===== src/rtl/uart_pkg.sv =====
// Shared UART definitions: frame FSM states and default framing parameters.
// Also intended for use by the transmitter.
package uart_pkg;

  localparam int unsigned OS_DEF        = 16;
  localparam int unsigned DATA_BITS_DEF = 8;

  typedef enum logic [1:0] {
    IDLE  = 2'd0,
    START = 2'd1,
    DATA  = 2'd2,
    STOP  = 2'd3
  } uart_state_e;

endpackage


===== src/rtl/sync_2ff.sv =====
// Two-flop synchroniser for a single asynchronous level.
// The reset value is a parameter so an idle-high line does not look like a start bit.
module sync_2ff #(
  parameter logic RST_VAL = 1'b1
) (
  input  logic clk_i,
  input  logic rst_i,
  input  logic d_i,
  output logic q_o
);

  logic [1:0] ff_q;

  always_ff @(posedge clk_i or posedge rst_i) begin
    if (rst_i) ff_q <= {2{RST_VAL}};
    else       ff_q <= {ff_q[0], d_i};
  end

  assign q_o = ff_q[1];

endmodule


===== src/rtl/uart_rx.sv =====
// UART receiver: 16x-oversampled mid-bit sampling, LSB-first deserialiser,
// and a valid/ready holding register with frame and overrun error pulses.
module uart_rx
  import uart_pkg::*;
#(
  parameter int unsigned OS        = OS_DEF,
  parameter int unsigned DATA_BITS = DATA_BITS_DEF
) (
  input  logic                 clk_i,
  input  logic                 rst_i,
  input  logic                 os_tick_i,
  input  logic                 rx_i,
  output logic [DATA_BITS-1:0] rx_data_o,
  output logic                 rx_valid_o,
  input  logic                 rx_ready_i,
  output logic                 frame_err_o,
  output logic                 overrun_err_o,
  output logic                 busy_o
);

  localparam int unsigned TW = $clog2(OS);
  localparam int unsigned BW = $clog2(DATA_BITS + 1);
  localparam logic [TW-1:0] T_HALF = TW'(OS / 2 - 1);
  localparam logic [TW-1:0] T_FULL = TW'(OS - 1);
  localparam logic [BW-1:0] B_LAST = BW'(DATA_BITS - 1);

  logic                 rxs;
  uart_state_e          state_q;
  logic [TW-1:0]        tcnt_q;
  logic [BW-1:0]        bcnt_q;
  logic [DATA_BITS-1:0] shift_q, shift_d;
  logic [DATA_BITS-1:0] rx_data_q;
  logic                 rx_valid_q, frame_err_q, overrun_err_q;

  sync_2ff #(.RST_VAL(1'b1)) u_sync (
    .clk_i (clk_i),
    .rst_i (rst_i),
    .d_i   (rx_i),
    .q_o   (rxs)
  );

  // LSB arrives first, so each new sample enters at the top and shifts down.
  assign shift_d = {rxs, shift_q[DATA_BITS-1:1]};

  always_ff @(posedge clk_i or posedge rst_i) begin
    if (rst_i) begin
      state_q       <= IDLE;
      tcnt_q        <= '0;
      bcnt_q        <= '0;
      shift_q       <= '0;
      rx_data_q     <= '0;
      rx_valid_q    <= 1'b0;
      frame_err_q   <= 1'b0;
      overrun_err_q <= 1'b0;
    end else begin
      frame_err_q   <= 1'b0;
      overrun_err_q <= 1'b0;
      if (rx_valid_q && rx_ready_i) rx_valid_q <= 1'b0;
      if (os_tick_i) begin
        case (state_q)
          IDLE: begin
            if (!rxs) begin
              state_q <= START;
              tcnt_q  <= '0;
            end
          end
          START: begin
            if (tcnt_q == T_HALF) begin
              tcnt_q  <= '0;
              bcnt_q  <= '0;
              state_q <= rxs ? IDLE : DATA;
            end else begin
              tcnt_q <= tcnt_q + 1'b1;
            end
          end
          DATA: begin
            if (tcnt_q == T_FULL) begin
              shift_q <= shift_d;
              tcnt_q  <= '0;
              bcnt_q  <= bcnt_q + 1'b1;
              if (bcnt_q == B_LAST) state_q <= STOP;
            end else begin
              tcnt_q <= tcnt_q + 1'b1;
            end
          end
          STOP: begin
            // Return to IDLE at mid-stop so a back-to-back start edge is not missed.
            if (tcnt_q == T_FULL) begin
              state_q <= IDLE;
              tcnt_q  <= '0;
              if (!rxs) begin
                frame_err_q <= 1'b1;
              end else if (!rx_valid_q || rx_ready_i) begin
                rx_data_q  <= shift_q;
                rx_valid_q <= 1'b1;
              end else begin
                overrun_err_q <= 1'b1;
              end
            end else begin
              tcnt_q <= tcnt_q + 1'b1;
            end
          end
          default: state_q <= IDLE;
        endcase
      end
    end
  end

  assign rx_data_o     = rx_data_q;
  assign rx_valid_o    = rx_valid_q;
  assign frame_err_o   = frame_err_q;
  assign overrun_err_o = overrun_err_q;
  assign busy_o        = (state_q != IDLE);

endmodule

===== config.mk =====
export PLATFORM = sky130hd
export DESIGN_NAME = uart_rx
export DESIGN_NICKNAME = d
export VERILOG_FILES = /design/src/rtl/uart_pkg.sv /design/src/rtl/sync_2ff.sv /design/src/rtl/uart_rx.sv
export SDC_FILE = /design/constraint.sdc
export NUM_CORES = 1
export LEC_CHECK = 0
export CAP_MARGIN = 20
export CORE_ASPECT_RATIO = 1.75
export CORE_UTILIZATION = 45
export CTS_CLUSTER_DIAMETER = 100
export DETAILED_ROUTE_END_ITERATION = 10
export GPL_TIMING_DRIVEN = 0
export PLACE_DENSITY = 0.66
export SETUP_SLACK_MARGIN = 0.05
export SLEW_MARGIN = 30
export SYNTH_ARGS = -nofsm -noshare
export SYNTH_HDL_FRONTEND = slang
export SYNTH_SLANG_ARGS = --single-unit

===== constraint.sdc =====
create_clock -name clk_i -period 3.55 [get_ports clk_i]
set_input_delay 0.5325 -clock clk_i [delete_from_list [all_inputs] [get_ports clk_i]]
set_output_delay 0.5325 -clock clk_i [all_outputs]
set_load 0.01 [all_outputs]

== Yosys cells after proc, flatten, opt, wreduce, memory -nomap -nowiden ==
Cells that the tools add are included.
W data, S select, Z words.
Cells by class
  $add $sub $neg: 2
  $mul: 0
  div/mod/pow operators: 0
  $lt $le $gt $ge: 0
  eq/ne operators: 11
  shift operators: 0
  multiplexer cells: 29
  bitwise logic cells: 0
  reduce and logical (&&, ||, !) cells: 12
Operators by type and width (count)
  $mux W4: 5
  $mux W1: 15
  $mux W2: 6
  $pmux W4 S3: 1
  $ne A2 B2 Y1 const B: 5
  $add A4 B1 Y4 const B: 2
  $eq A4 B3 Y1 const B: 2
  $pmux W2 S4: 1
  $pmux W4 S2: 1
  $reduce_and A6 Y1: 1
  $reduce_and A5 Y1: 1
  $eq A2 B2 Y1 const B: 2
  $eq A4 B4 Y1 const B: 1
  $reduce_and A4 Y1: 1
  $reduce_bool A2 Y1: 2
  $reduce_and A3 Y1: 1
  $eq A2 B1 Y1 const B: 1
  $logic_not A2 Y1: 1
  $reduce_and A2 Y1: 1
  $reduce_or A2 Y1: 1
  $logic_and A1 B1 Y1: 1
  $logic_not A1 Y1: 1
  $logic_or A1 B1 Y1: 1
Storage, ports and cells
  register bits after elaboration: 31
  latch bits: 0
  RAM bits: 0
  ROM bits: 0
  output and inout bits: 12
  memories kept: 0

== Longest topological paths before layout ==
Gate-level depths: netlist of run 1.
  word-level depth: 7
  mapped depth: 6
  gate-level depth less buffers: 4

== Hierarchy ==
A second synthesis of run 1 with hierarchy kept.
Unflattened totals
  cell total of the unflattened synthesis: 121
  area total of the unflattened synthesis: 1452.6 um2
By module, submodules not included
  uart_rx: instances 1, cells an instance 118, area each 1396.3 um2
  sync_2ff: instances 1, cells an instance 3, area each 56.3 um2

== Least setup slack after synthesis of run 1 ==
OpenSTA, ideal clock, no wires.
  path type: input -> register
  from: in os_tick_i
  to: reg shift_q[0]
  library setup time: 0.125 ns
  arrival: 1.531 ns
  required time: 3.425 ns
  slack: 1.894 ns
  stages on the path: 4
  path buffers: 1
  cells stage by stage: buf_4 -> nand3_1 -> nor3_4 -> mux2_2
On the way
  longest elaborated chain between the ends: 1
Ends and longest elaborated chain
  start: declaration: RTL line uart_rx.sv:11  | input logic os_tick_i,
  $reduce_and A3 Y1 (no source line)
  end signal: assignment: RTL line uart_rx.sv:78  | shift_q <= shift_d;
  end: declaration: RTL line uart_rx.sv:31  | logic [DATA_BITS-1:0] shift_q, shift_d;
Every way passes these cells.
A chain may end at the register's enable or synchronous reset.

== Final worst setup path of run 1 ==
  from: reg state_q[0]
  to: out busy_o
On the way
  longest elaborated chain between the ends: 1
Ends and longest elaborated chain
  start: declaration: RTL line uart_rx.sv:28  | uart_state_e state_q;
  start signal: assignment: RTL line uart_rx.sv:71  | state_q <= rxs ? IDLE : DATA;
  $reduce_bool A2 Y1: RTL line uart_rx.sv:113  | assign busy_o = (state_q != IDLE);
  end: declaration: RTL line uart_rx.sv:18  | output logic busy_o
Every way passes these cells.

==> results of run 1 <==
==> metal layers <==
metal  vias up  GRT usage [%]
met2        23           31.2
met3         4           4.50
met4         0           6.36
met5         -              0
li1        467              -
met1       477           19.8
==> cell type report <==
cell class              count  area share, %
plain buffers               8           2.40
clock buffers               6           4.80
clock inverters             1          0.291
inverters                   4          0.873
multi-input cells          73           34.6
flip-flops and latches     31           45.3
well taps                  42           3.06
repair buffers             15           8.73
==> worst paths after layout <==
check	to	slack, ns	cells after the start
max	busy_o	1.25	4
max in group asynchronous	shift_q[1]	2.49	2
min reg2reg	u_sync.ff_q[1]	0.36	0
min in group asynchronous	bcnt_q[0]	0.66	2
min	u_sync.ff_q[1]	0.36	0
max reg2reg	shift_q[3]	1.68	5
==> flip-flops by register name, summed over array words and instances (netlist names), named ones only <==
| name | cells |
|---|---|
| tcnt_q | 4 |
| rx_data_o | 8 |
| frame_err_o | 1 |
| rx_valid_o | 1 |
| bcnt_q | 4 |
| u_sync.ff_q | 2 |
| state_q | 1 |
| shift_q | 8 |
| overrun_err_o | 1 |
==> kinds of logic (layout without fill, tap and decap cells) <==
| family | count (synthesis) | after routing |
|---|---|---|
| AOI/OAI and AO/OA | 24 | 24 |
| and+or+nand+nor | 29 | 29 |
| adders and majority gates | 2 | 2 |
| buffers and inverters | 12 | 34 |
| DFF | 31 | 31 |
| muxes | 18 | 18 |
==> through the flow <==
stage                     setup slack (ns)  area (sq um)  util [%]
after floorplan                       1.89          1430         -
after global placement                1.45          1630      55.1
after detailed placement              1.45          1630      55.1
after CTS                             1.25          1720      58.1
after global routing                  1.17          1720      58.1
final                                 1.25          1720      58.1
==> layout by cell type (no fill, tap or decap), types with 4 or more instances in the layout <==
cell type	netlist	final
clkdlybuf4s50_1	0	15
nand3_1	4	4
dfrtp_1	29	29
o21ai_0	6	6
mux2_2	16	16
nand2_1	4	4
clkbuf_8	0	6
==> where the power goes <==
| part | leakage (nW) | internal, mW | switching, mW |
|---|---|---|---|
| logic | 0.328 | 0.106 | 0.150 |
| registers | 0.417 | 0.391 | 0.0264 |
| clock network | 0.0470 | 0.152 | 0.117 |
==> results.env, run 1 <==
DRTANTENNAVIOLNETS=0
MET2WIRELENGTH_UM=1420
SLEW_VIOL_FINAL=0
CTS_H_TREE_DEPTH=2
WORSTHOLDSTART='u_sync.ff_q[0]'
ARRIVAL_NS=1.76
PLACE_INST=173
YOSYSMOSTFREQUENTCELL='dfrtp_1'
FINALCRITICALPERIOD_NS=2.30
DRT-PASS1-ITER-COUNT=4
HIGHEST_LAYER='met4'
DIEWIDTH_UM=44.6
SYNTH_TOP_FAMILY_BY_AREA='multiplexers'
SYNTH_TOP_CELLS_BY_AREA='dfrtp_1 51%, mux2_2 13%, dfstp_2 3.7%, o21ai_0 2.1%, a221oi_1 1.8%'
CLOCKROOTBUFFER='clkbuf_8'
YOSYS.AREA_SHARE.ADDER_PCT=1.75
PLACEMENT.IO_BUFFERS=15
POST-SYNTH-TOP-AREA-CELL='dfrtp_1'
SYNTH_ENABLE_FLOP_CELLS=0
TIMING.SLEW.HEADROOM_PCT=59.2
FLOORPLAN.INITIALDENSITY_PCT=48.3
CP_SLOWEST_STAGE_DELAY_NS=0.50
POST_SYNTH_CELL_TYPES=36
R2R-START='tcnt_q[0]'
MIN_PERIOD_OVER_PERIOD_PCT=64.7
POWER_mW=0.942
CORE_AREA_SQ_MM=0.00296
GLOBAL_ROUTE.USAGE.TOTAL_PCT=17.8
YS_ASYNC_SR_FRACTION_PCT=100
YS_TOP_CELLS_BY_COUNT='29 x dfrtp_1, 16 x mux2_2, 6 x o21ai_0'
SYN_AREA_SQ_MM=0.00143
VIAS_PER_CELL=5.39
CRIT_CHAIN='clkbuf_2 > or2_2 > clkbuf_1 > clkdlybuf4s50_1'
CRIT_FANOUT=8
MAXCLOCKFREQUENCY_MHz=435
CLK-INSERTION-DELAY-LATE_NS=0.27
KIND_OF_CELL_ADDING_THE_MOST_DELAY_TO_THE_CRITICAL_PATH='buffers and inverters'
WHS_NS=0.356
VIAS=971
TOP_LEVEL_PORTS=17
DOMINANTREGCELLSYNTH='dfrtp_1'
FIN_TNS_SETUP_NS=0
LAYOUT-AREA-OVERHEAD-VS-SYNTH_PCT=20.3
CTS_RESIZED=0
GRT_PASS1_WL_UM=4520
DRT-TOTAL-WL_UM=2520
TOTAL_LEAKAGE_POWER_nW=0.792
SYN-NUM-NETS=123
XOR_XNOR_SHARE_OF_THE_SYNTHESIZED_AREA_PCT=0
ROUTABILITYCONGESTION=0.783
ANTENNA_FOUND_INITIAL=0
CRITICAL_PATH.N_BUFFERS_INVERTERS=3
GRT_MAX_DEGREE=32
SETUP.WORST_PATH.END_CLASS='primary output'
MAXCAPVIOLCOUNT=0
SEQ_AREA_SQ_UM=778
FINAL_CELLS=180
POST_ROUTE_CELLS_DRIVE_ABOVE_1_SHARE_PCT=28.3
SYN-MEAN-INSTANCE-AREA_SQ_UM=12.3
SYNTH_LARGEST_TYPE_AREA_FRACTION_PCT=50.8
FILLERINSTANCES=252
TIGHTESTPINTRANSITION_NS=0.612
CTS_MADE_BUFFERS=5
SYNTH-SIMPLE-AREA-SHARE_PCT=13.8
DIODES=0
SYNTH_COMPOUND_AREA_SHARE_PCT=12.0
SETUP.WORST_PATH.START='state_q[0]'
SYNTH_SEQ_CELLS=31
CLK_PIN_SLEW_NS=0.06
GRT_PASS1_VIAS=1019
VDD_DROP_MAX_mV=0.479
NUMBER_OF_CLOCK_SINKS=31
SYNTHESIS.YOSYS.WARNINGS=0
POWER-PER-CELL-AREA_mW_PER_MM2=548
MAX-CLOCK-PATH-BUFFERS=2
WORST_HOLD_PATH_TYPE='register to register'
WORST_CLOCK_SKEW_NS=0.00394
CRIT_TYPE='register to primary output'
TIMING.FINAL.SETUP_VIOLATIONS=0
POST_ROUTE_DRC_VIOLATION_COUNT=0
POST_CTS.REPAIR.SETUP_BUFFERS=0
CORE.ROWCOUNT=26
INITIALDRTVIOLATIONCOUNT=26
CP_SLOWEST_CELL='clkdlybuf4s50_1'
HOLDBUFCOUNTCTS=0
YOSYS-MUX-AREA-FRACTION_PCT=14.0
CRITICAL_PATH_REQUIRED_NS=3.02
NETS_FINISH=145
DETAIL_ROUTE.WIRELENGTH.MET1_UM=983
RSZ0062_AT_GRT='no'
MET3ROUTEDLENGTH_UM=73
FINAL_HOLD_VIOLATING_ENDPOINTS=0
SYNTH_SEQ_AREA_SHARE_PCT=54.5
POST_DRT_WL_PER_CELL_UM=14.0
MULTI_INPUT_COMB_AREA_SQ_UM=594
START_KIND='register'
CTS_TREE='done'
RUN_STATUS='complete, no violations'
FP.DIEAREA_SQ_MM=0.00341
POST-DP-HPWL_UM=1810
CHIPHEIGHT_UM=76.5
GRT_REMAINING_OVERFLOW=0
POST_SYNTH_INST_COUNT=116
Power figures use the tool's default switching activity.
==> run 2, diff against run 1 <==
clock period = 2.2 ns   (was 3.55 ns; I/O delays follow)
==> run 2 against run 1 <==
- sequential power rose by 61%
- critical path depth rose by 1
- register-to-register slack got worse by 1.3 ns
- critical endpoint is now shift_q[3]
- highest routed layer unchanged
==> results.env, run 2 (same netlist as run 1, synthesis figures left out) <==
PLACEMENT.IO_BUFFERS=15  # unchanged
POST_DP_CELL_AREA_SQ_MM=0.00163  # unchanged
GLOBAL_ROUTE.USAGE.TOTAL_PCT=17.8  # unchanged
ARRIVAL_NS=2.02  # +0.26 ns
POST_ROUTE_DRC_VIOLATION_COUNT=0  # unchanged
TIMING.SLEW.HEADROOM_PCT=59.2  # about the same
START_KIND='register'
GRT_PASS1_WL_UM=4520  # unchanged
TIGHTESTPINTRANSITION_NS=0.612  # +0.0000224 ns
KIND_OF_CELL_ADDING_THE_MOST_DELAY_TO_THE_CRITICAL_PATH='simple AND/OR/NAND/NOR gates'
VDD_DROP_MAX_mV=0.774  # +61%
WORST_HOLD_PATH.ENDPOINT='u_sync.ff_q[1]'
WORSTHOLDSTART='u_sync.ff_q[0]'
FINAL_HOLD_VIOLATING_ENDPOINTS=0  # unchanged
TOP_LEVEL_PORTS=17  # unchanged
SETUP.WORST_PATH.END_CLASS='register'
WORST-R2R-SETUP-SLACK_NS=0.33  # -1.35 ns
CTS_MADE_BUFFERS=5  # unchanged
CRITICAL_PATH_REQUIRED_NS=2.35  # -0.67 ns
CLK-INSERTION-DELAY-LATE_NS=0.27  # about the same
LAYOUT_COMMON_CELLS='29 x dfrtp_1, 16 x mux2_2, 14 x clkdlybuf4s50_1'
CLOCKROOTBUFFER='clkbuf_8'
MIN_PERIOD_OVER_PERIOD_PCT=84.8
COMMONEST_NON_FILL_NON_TAP_CELL_IN_THE_LAYOUT='dfrtp_1'
MAX-CLOCK-PATH-BUFFERS=2  # unchanged
NETS_FINISH=145  # unchanged
TOTAL_LEAKAGE_POWER_nW=0.802  # +1.2%
DRT-TOTAL-WL_UM=2520  # about the same
CRIT_FANOUT=10  # +2
DIODES=0  # unchanged
MIN_DELAY_PATH_DEPTH=0  # unchanged
R2R-START='tcnt_q[0]'
WORST_R2R_PATH_DEPTH=5  # unchanged
DPL_WORST_SLACK_NS=0.299  # -1.15 ns
FIN_TNS_SETUP_NS=0  # unchanged
CHIPHEIGHT_UM=76.5  # unchanged
DRTANTENNAVIOLNETS=0  # unchanged
MAXCLOCKFREQUENCY_MHz=536
POST-DP-HPWL_UM=1810  # unchanged
POWER.NET_SWITCHING_mW=0.473  # +61%
GRT_USE_MET3_PCT=4.50  # unchanged
INITIALDRTVIOLATIONCOUNT=26  # unchanged
FILLERINSTANCES=252  # unchanged
SLEW_VIOL_FINAL=0  # unchanged
ROUTABILITYCONGESTION=0.783  # unchanged
R2R_END='shift_q[3]'
WORST_HOLD_PATH_TYPE='register to register'
CORE_AREA_SQ_MM=0.00296  # unchanged
GRT_MAX_DEGREE=32  # unchanged
PLACE_INST=173  # unchanged
FINALCRITICALPERIOD_NS=1.87
MAXCAPVIOLCOUNT=0  # unchanged
NUMBER_OF_CLOCK_SINKS=31  # unchanged
GROUTE.LAYER.MET1.USAGE_PCT=19.8  # unchanged
FINAL_CELLS=180  # unchanged
CLK_PIN_SLEW_NS=0.06  # about the same
VIAS_PER_CELL=5.39  # unchanged
GRT_BUSIEST_LAYER='met2'
POST_ROUTE_CELLS_DRIVE_ABOVE_1_SHARE_PCT=28.3  # unchanged
HOLDBUFCOUNTCTS=0  # unchanged
FLOORPLAN.INITIALDENSITY_PCT=48.3  # unchanged
FP.DIEAREA_SQ_MM=0.00341  # unchanged
TIMING.FINAL.SETUP_VIOLATIONS=0  # unchanged
DRT-PASS1-ITER-COUNT=4  # unchanged
CTS_TREE='done'
PWR-SHARE-COMB_PCT=26.9  # -0.2 points
P_INT_mW=1.04  # +61%
FINISH.INSTANCE_AREA_SQ_MM=0.00172  # +0.15%
ANTENNA_FOUND_INITIAL=0  # unchanged
VIAS=971  # unchanged
GRT_PASS1_VIAS=1019  # unchanged
POST_DRT_WL_PER_CELL_UM=14.0  # about the same
WORST_CLOCK_SKEW_NS=0.00394  # +0.0000000500 ns
P_SW_SHARE_PCT=31.2  # +0.053 points
P_CLK_SHARE_PCT=28.6  # about the same
CRIT_CHAIN='ha_1 > clkbuf_2 > nand3_1 > nor3_4 > mux2_2'
POWER-PER-CELL-AREA_mW_PER_MM2=881  # +61%
LAYOUT-AREA-OVERHEAD-VS-SYNTH_PCT=20.5
GRT_REMAINING_OVERFLOW=0  # unchanged
CTS_H_TREE_DEPTH=2  # unchanged
CRITICAL_PATH.N_BUFFERS_INVERTERS=1  # -2
CORE.ROWCOUNT=26  # unchanged
CP_SLOWEST_CELL='nor3_4'
SETUP_SLACK_NS=0.335  # -0.918 ns
CP_SLOWEST_STAGE_DELAY_NS=0.45  # -0.05 ns
RUN_STATUS='complete, no violations'
SEQUENTIALPOWERSHARE_PCT=44.5  # about the same
GRT.MET2_USAGE_PCT=31.2  # unchanged
CRIT_TYPE='register to register'
RSZ0062_AT_GRT='no'
DIEWIDTH_UM=44.6  # unchanged
run 2: cell types whose count changed in the layout (fill, tap and decap cells not counted), sizes merged:
cell / change
dlymetal6s2s: +1
clkdlybuf4s50: -1
run 2: worst max-delay path by stage:
stage / from / end / slack, ns / cells past startpoint
after floorplan: tcnt_q[0] / shift_q[0] / 0.55 / 5
after global placement: rx_ready_i / rx_data_o[3] / 0.30 / 4
after detailed placement: rx_ready_i / rx_data_o[1] / 0.30 / 4
after CTS: state_q[0] / busy_o / 0.10 / 4
after global routing: tcnt_q[0] / shift_q[5] / 0.18 / 5
final: tcnt_q[0] / shift_q[3] / 0.33 / 5
run 2: cell type report:
type / instances / area, sq um / share of cell area (%)
Timing Repair Buffer: 15 / 153 / 8.87
Clock inverter: 1 / 5.00 / 0.291
Buffer: 8 / 41.3 / 2.40
Inverter: 4 / 15.0 / 0.872
Tap cell: 42 / 52.6 / 3.05
Clock buffer: 6 / 82.6 / 4.80
Multi-Input combinational cell: 73 / 594 / 34.5
Sequential cell: 31 / 778 / 45.2
run 2: timing repair:
item,4_1_cts,5_1_grt
buffers inserted,0,0
setup endpoints to repair,0,1
resized for setup,0,1
run 2: per-layer routing:
| layer | vias up | part of all wire [%] |
|---|---|---|
| met4 | 0 | 1.4 |
| met3 | 4 | 3.0 |
| li1 | 467 | - |
| met2 | 23 | 57 |
| met5 | - | 0 |
| met1 | 477 | 39 |
run 2: per-stage QoR:
| stage | hold WS [ns] | power (mW) | util [%] |
|---|---|---|---|
| after detailed placement | 0.350 | 1.10 | 55.1 |
| after global placement | 0.347 | 1.09 | 55.1 |
| after floorplan | 0.334 | 0.990 | - |
| final | 0.356 | 1.52 | 58.2 |
| after global routing | 0.359 | 1.62 | 58.2 |
| after CTS | 0.359 | 1.54 | 58.1 |
run 2: power by group through the flow:
stage / registers, mW / logic, mW / clock network [mW]
floorplan: 0.671 / 0.319 / 0
CTS: 0.675 / 0.414 / 0.453
finish: 0.674 / 0.409 / 0.434
detailed placement: 0.684 / 0.412 / 0
global route: 0.684 / 0.464 / 0.470
global placement: 0.681 / 0.407 / 0
==> run 3, diff against run 2 <==
clock period = 1.9 ns   (was 2.2 ns; I/O delays follow)
==> run 3 against run 2 <==
- total power is 15% higher
- combinational power grew 14%
- count of clock-buffer cells in the layout did not move
- core utilization up 1.1 points
- clock power grew 16%
- register-to-register slack got worse by 0.14 ns
- critical path depth is 2 lower
- cell area increased by 1.9%
- flip-flop and latch count did not move
- clock skew increased by 0.00056 ns
- final cell count up 1.1%
- worst setup slack got worse by 0.16 ns
- critical path type is now register to primary output
==> results.env, run 3 (same netlist as run 1, synthesis figures left out) <==
WORST_R2R_PATH_DEPTH=6  # +1
CRIT_CHAIN='buf_2 > or2_2 > dlygate4sd2_1'
TIMING.SLEW.HEADROOM_PCT=59.1  # about the same
GRT_PASS1_VIAS=1032  # +1.3%
VIAS=987  # +1.6%
VIAS_PER_CELL=5.42  # +0.53%
TIGHTESTPINTRANSITION_NS=0.612  # +0.000238 ns
CLOCKROOTBUFFER='clkbuf_8'
SETUP.WORST_PATH.END_CLASS='primary output'
POST-DP-HPWL_UM=1810  # unchanged
DIODES=0  # unchanged
RUN_STATUS='complete, no violations'
MAXCAPVIOLCOUNT=0  # unchanged
DRT-TOTAL-WL_UM=2560  # +1.6%
MIN_DELAY_PATH_DEPTH=3  # +3
CP_SLOWEST_CELL='dfrtp_1'
GRT_REMAINING_OVERFLOW=0  # unchanged
DIEWIDTH_UM=44.6  # unchanged
KIND_OF_CELL_ADDING_THE_MOST_DELAY_TO_THE_CRITICAL_PATH='buffers and inverters'
FLOORPLAN.INITIALDENSITY_PCT=48.3  # unchanged
GLOBAL_ROUTE.USAGE.TOTAL_PCT=18.0  # +0.14 points
MAX-CLOCK-PATH-BUFFERS=2  # unchanged
CRIT_FANOUT=8  # -2
POWER-PER-CELL-AREA_mW_PER_MM2=997  # +13%
FP.DIEAREA_SQ_MM=0.00341  # unchanged
VDD_DROP_MAX_mV=0.896  # +16%
TOP_LEVEL_PORTS=17  # unchanged
CRITICAL_PATH_REQUIRED_NS=1.62  # -0.73 ns
ARRIVAL_NS=1.44  # -0.58 ns
DRTANTENNAVIOLNETS=0  # unchanged
POST_ROUTE_DRC_VIOLATION_COUNT=0  # unchanged
ROUTABILITYCONGESTION=0.783  # unchanged
FIN_TNS_SETUP_NS=0  # unchanged
COMMONEST_NON_FILL_NON_TAP_CELL_IN_THE_LAYOUT='dfrtp_1'
DRT-PASS1-ITER-COUNT=4  # unchanged
MIN_PERIOD_OVER_PERIOD_PCT=90.6
NETS_FINISH=147  # +1.4%
SLEW_VIOL_FINAL=0  # unchanged
CTS_MADE_BUFFERS=5  # unchanged
INITIALDRTVIOLATIONCOUNT=24  # -7.7%
FINALCRITICALPERIOD_NS=1.72
GRT_MAX_DEGREE=32  # unchanged
POWER_mW=1.75  # +15%
CRIT_TYPE='register to primary output'
CHIPHEIGHT_UM=76.5  # unchanged
PLACEMENT.IO_BUFFERS=15  # unchanged
TIMING.FINAL.SETUP_VIOLATIONS=0  # unchanged
CTS_TREE='done'
NUMBER_OF_CLOCK_SINKS=31  # unchanged
HOLDBUFCOUNTCTS=0  # unchanged
START_KIND='register'
SETUP_SLACK_NS=0.179  # -0.155 ns
CTS_H_TREE_DEPTH=2  # unchanged
TOTAL_LEAKAGE_POWER_nW=0.813  # +1.4%
DPL_WORST_SLACK_NS=0.0170  # -0.282 ns
WORST_CLOCK_SKEW_NS=0.00450  # +0.000560 ns
WHS_NS=0.355  # -0.000681 ns
CLK_PIN_SLEW_NS=0.06  # about the same
CLK-INSERTION-DELAY-LATE_NS=0.27  # about the same
CORE.ROWCOUNT=26  # unchanged
PATH_DEPTH=3  # -2
LAYOUT-AREA-OVERHEAD-VS-SYNTH_PCT=22.8
CRITICAL_PATH.N_BUFFERS_INVERTERS=2  # +1
CORE_AREA_SQ_MM=0.00296  # unchanged
MAXCLOCKFREQUENCY_MHz=581
WORST_HOLD_PATH_TYPE='input port to register'
FINAL_HOLD_VIOLATING_ENDPOINTS=0  # unchanged
POST_ROUTE_CELLS_DRIVE_ABOVE_1_SHARE_PCT=30.7  # +2.5 points
GRT_PASS1_WL_UM=4560  # +0.91%
RSZ0062_AT_GRT='no'
CP_SLOWEST_STAGE_DELAY_NS=0.35  # -0.10 ns
POST_DRT_WL_PER_CELL_UM=14.1  # +0.51%
LAYOUT_COMMON_CELLS='29 x dfrtp_1, 16 x mux2_2, 14 x clkdlybuf4s50_1'
ANTENNA_FOUND_INITIAL=0  # unchanged
[run 3: cell count changes in the layout (fill, tap and decap cells not counted), sizes merged]
| cell | delta |
|---|---|
| dlymetal6s2s | -1 |
| buf | +5 |
| clkbuf | -3 |
| dlygate4sd2 | +1 |
[run 3: final timing paths]
path	startpoint	end	slack, ns
max in group asynchronous	rst_i	shift_q[1]	1.09
min reg2reg	u_sync.ff_q[0]	u_sync.ff_q[1]	0.36
max	state_q[0]	busy_o	0.18
max reg2reg	tcnt_q[0]	rx_data_o[2]	0.19
min in group asynchronous	rst_i	bcnt_q[0]	0.41
min	os_tick_i	tcnt_q[0]	0.35
[run 3: through the flow]
| stage | std cells | instance area [sq um] | utilization, % |
|---|---|---|---|
| floorplan | 116 | 1430 | - |
| global placement | 173 | 1630 | 55.1 |
| detailed placement | 173 | 1630 | 55.1 |
| CTS | 182 | 1730 | 58.5 |
| global route | 182 | 1750 | 59.3 |
| finish | 182 | 1750 | 59.3 |
[run 3: area by class of cell]
class	instances	area [sq um]
multi-input cells	73	599
repair buffers	18	184
clock inverters	1	5.00
inverters	4	15.0
plain buffers	7	37.5
fillers	250	1210
clock buffers	6	82.6
flip-flops and latches	31	778
well taps	42	52.6
[run 3: repair_timing]
action	in CTS	in global routing
gates resized for setup	1	3
endpoints found under the setup margin	17	10
pin swaps	2	1
buffers inserted	2	1
[run 3: where the power goes]
part,internal [mW],leakage [nW],switching [mW],total [mW]
registers,0.731,0.417,0.0487,0.780
clock network,0.283,0.0470,0.220,0.504
logic,0.186,0.349,0.279,0.466
[run 3: tightest hold or removal path: cells and delay by family]
| kind | cells | cell delay [ns] |
|---|---|---|
| buf+inv | 1 | 0.15 |
| simple gates | 1 | 0.09 |
| compound gates | 1 | 0.06 |
[run 3: routing by layer]
metal  wire, um  global-route usage, %  share of wire [%]
met2       1420                   31.3                 56
met1       1020                   20.2                 40
met4         34                   6.36                1.3
met3         84                   4.50                3.3
met5          0                      0                  0
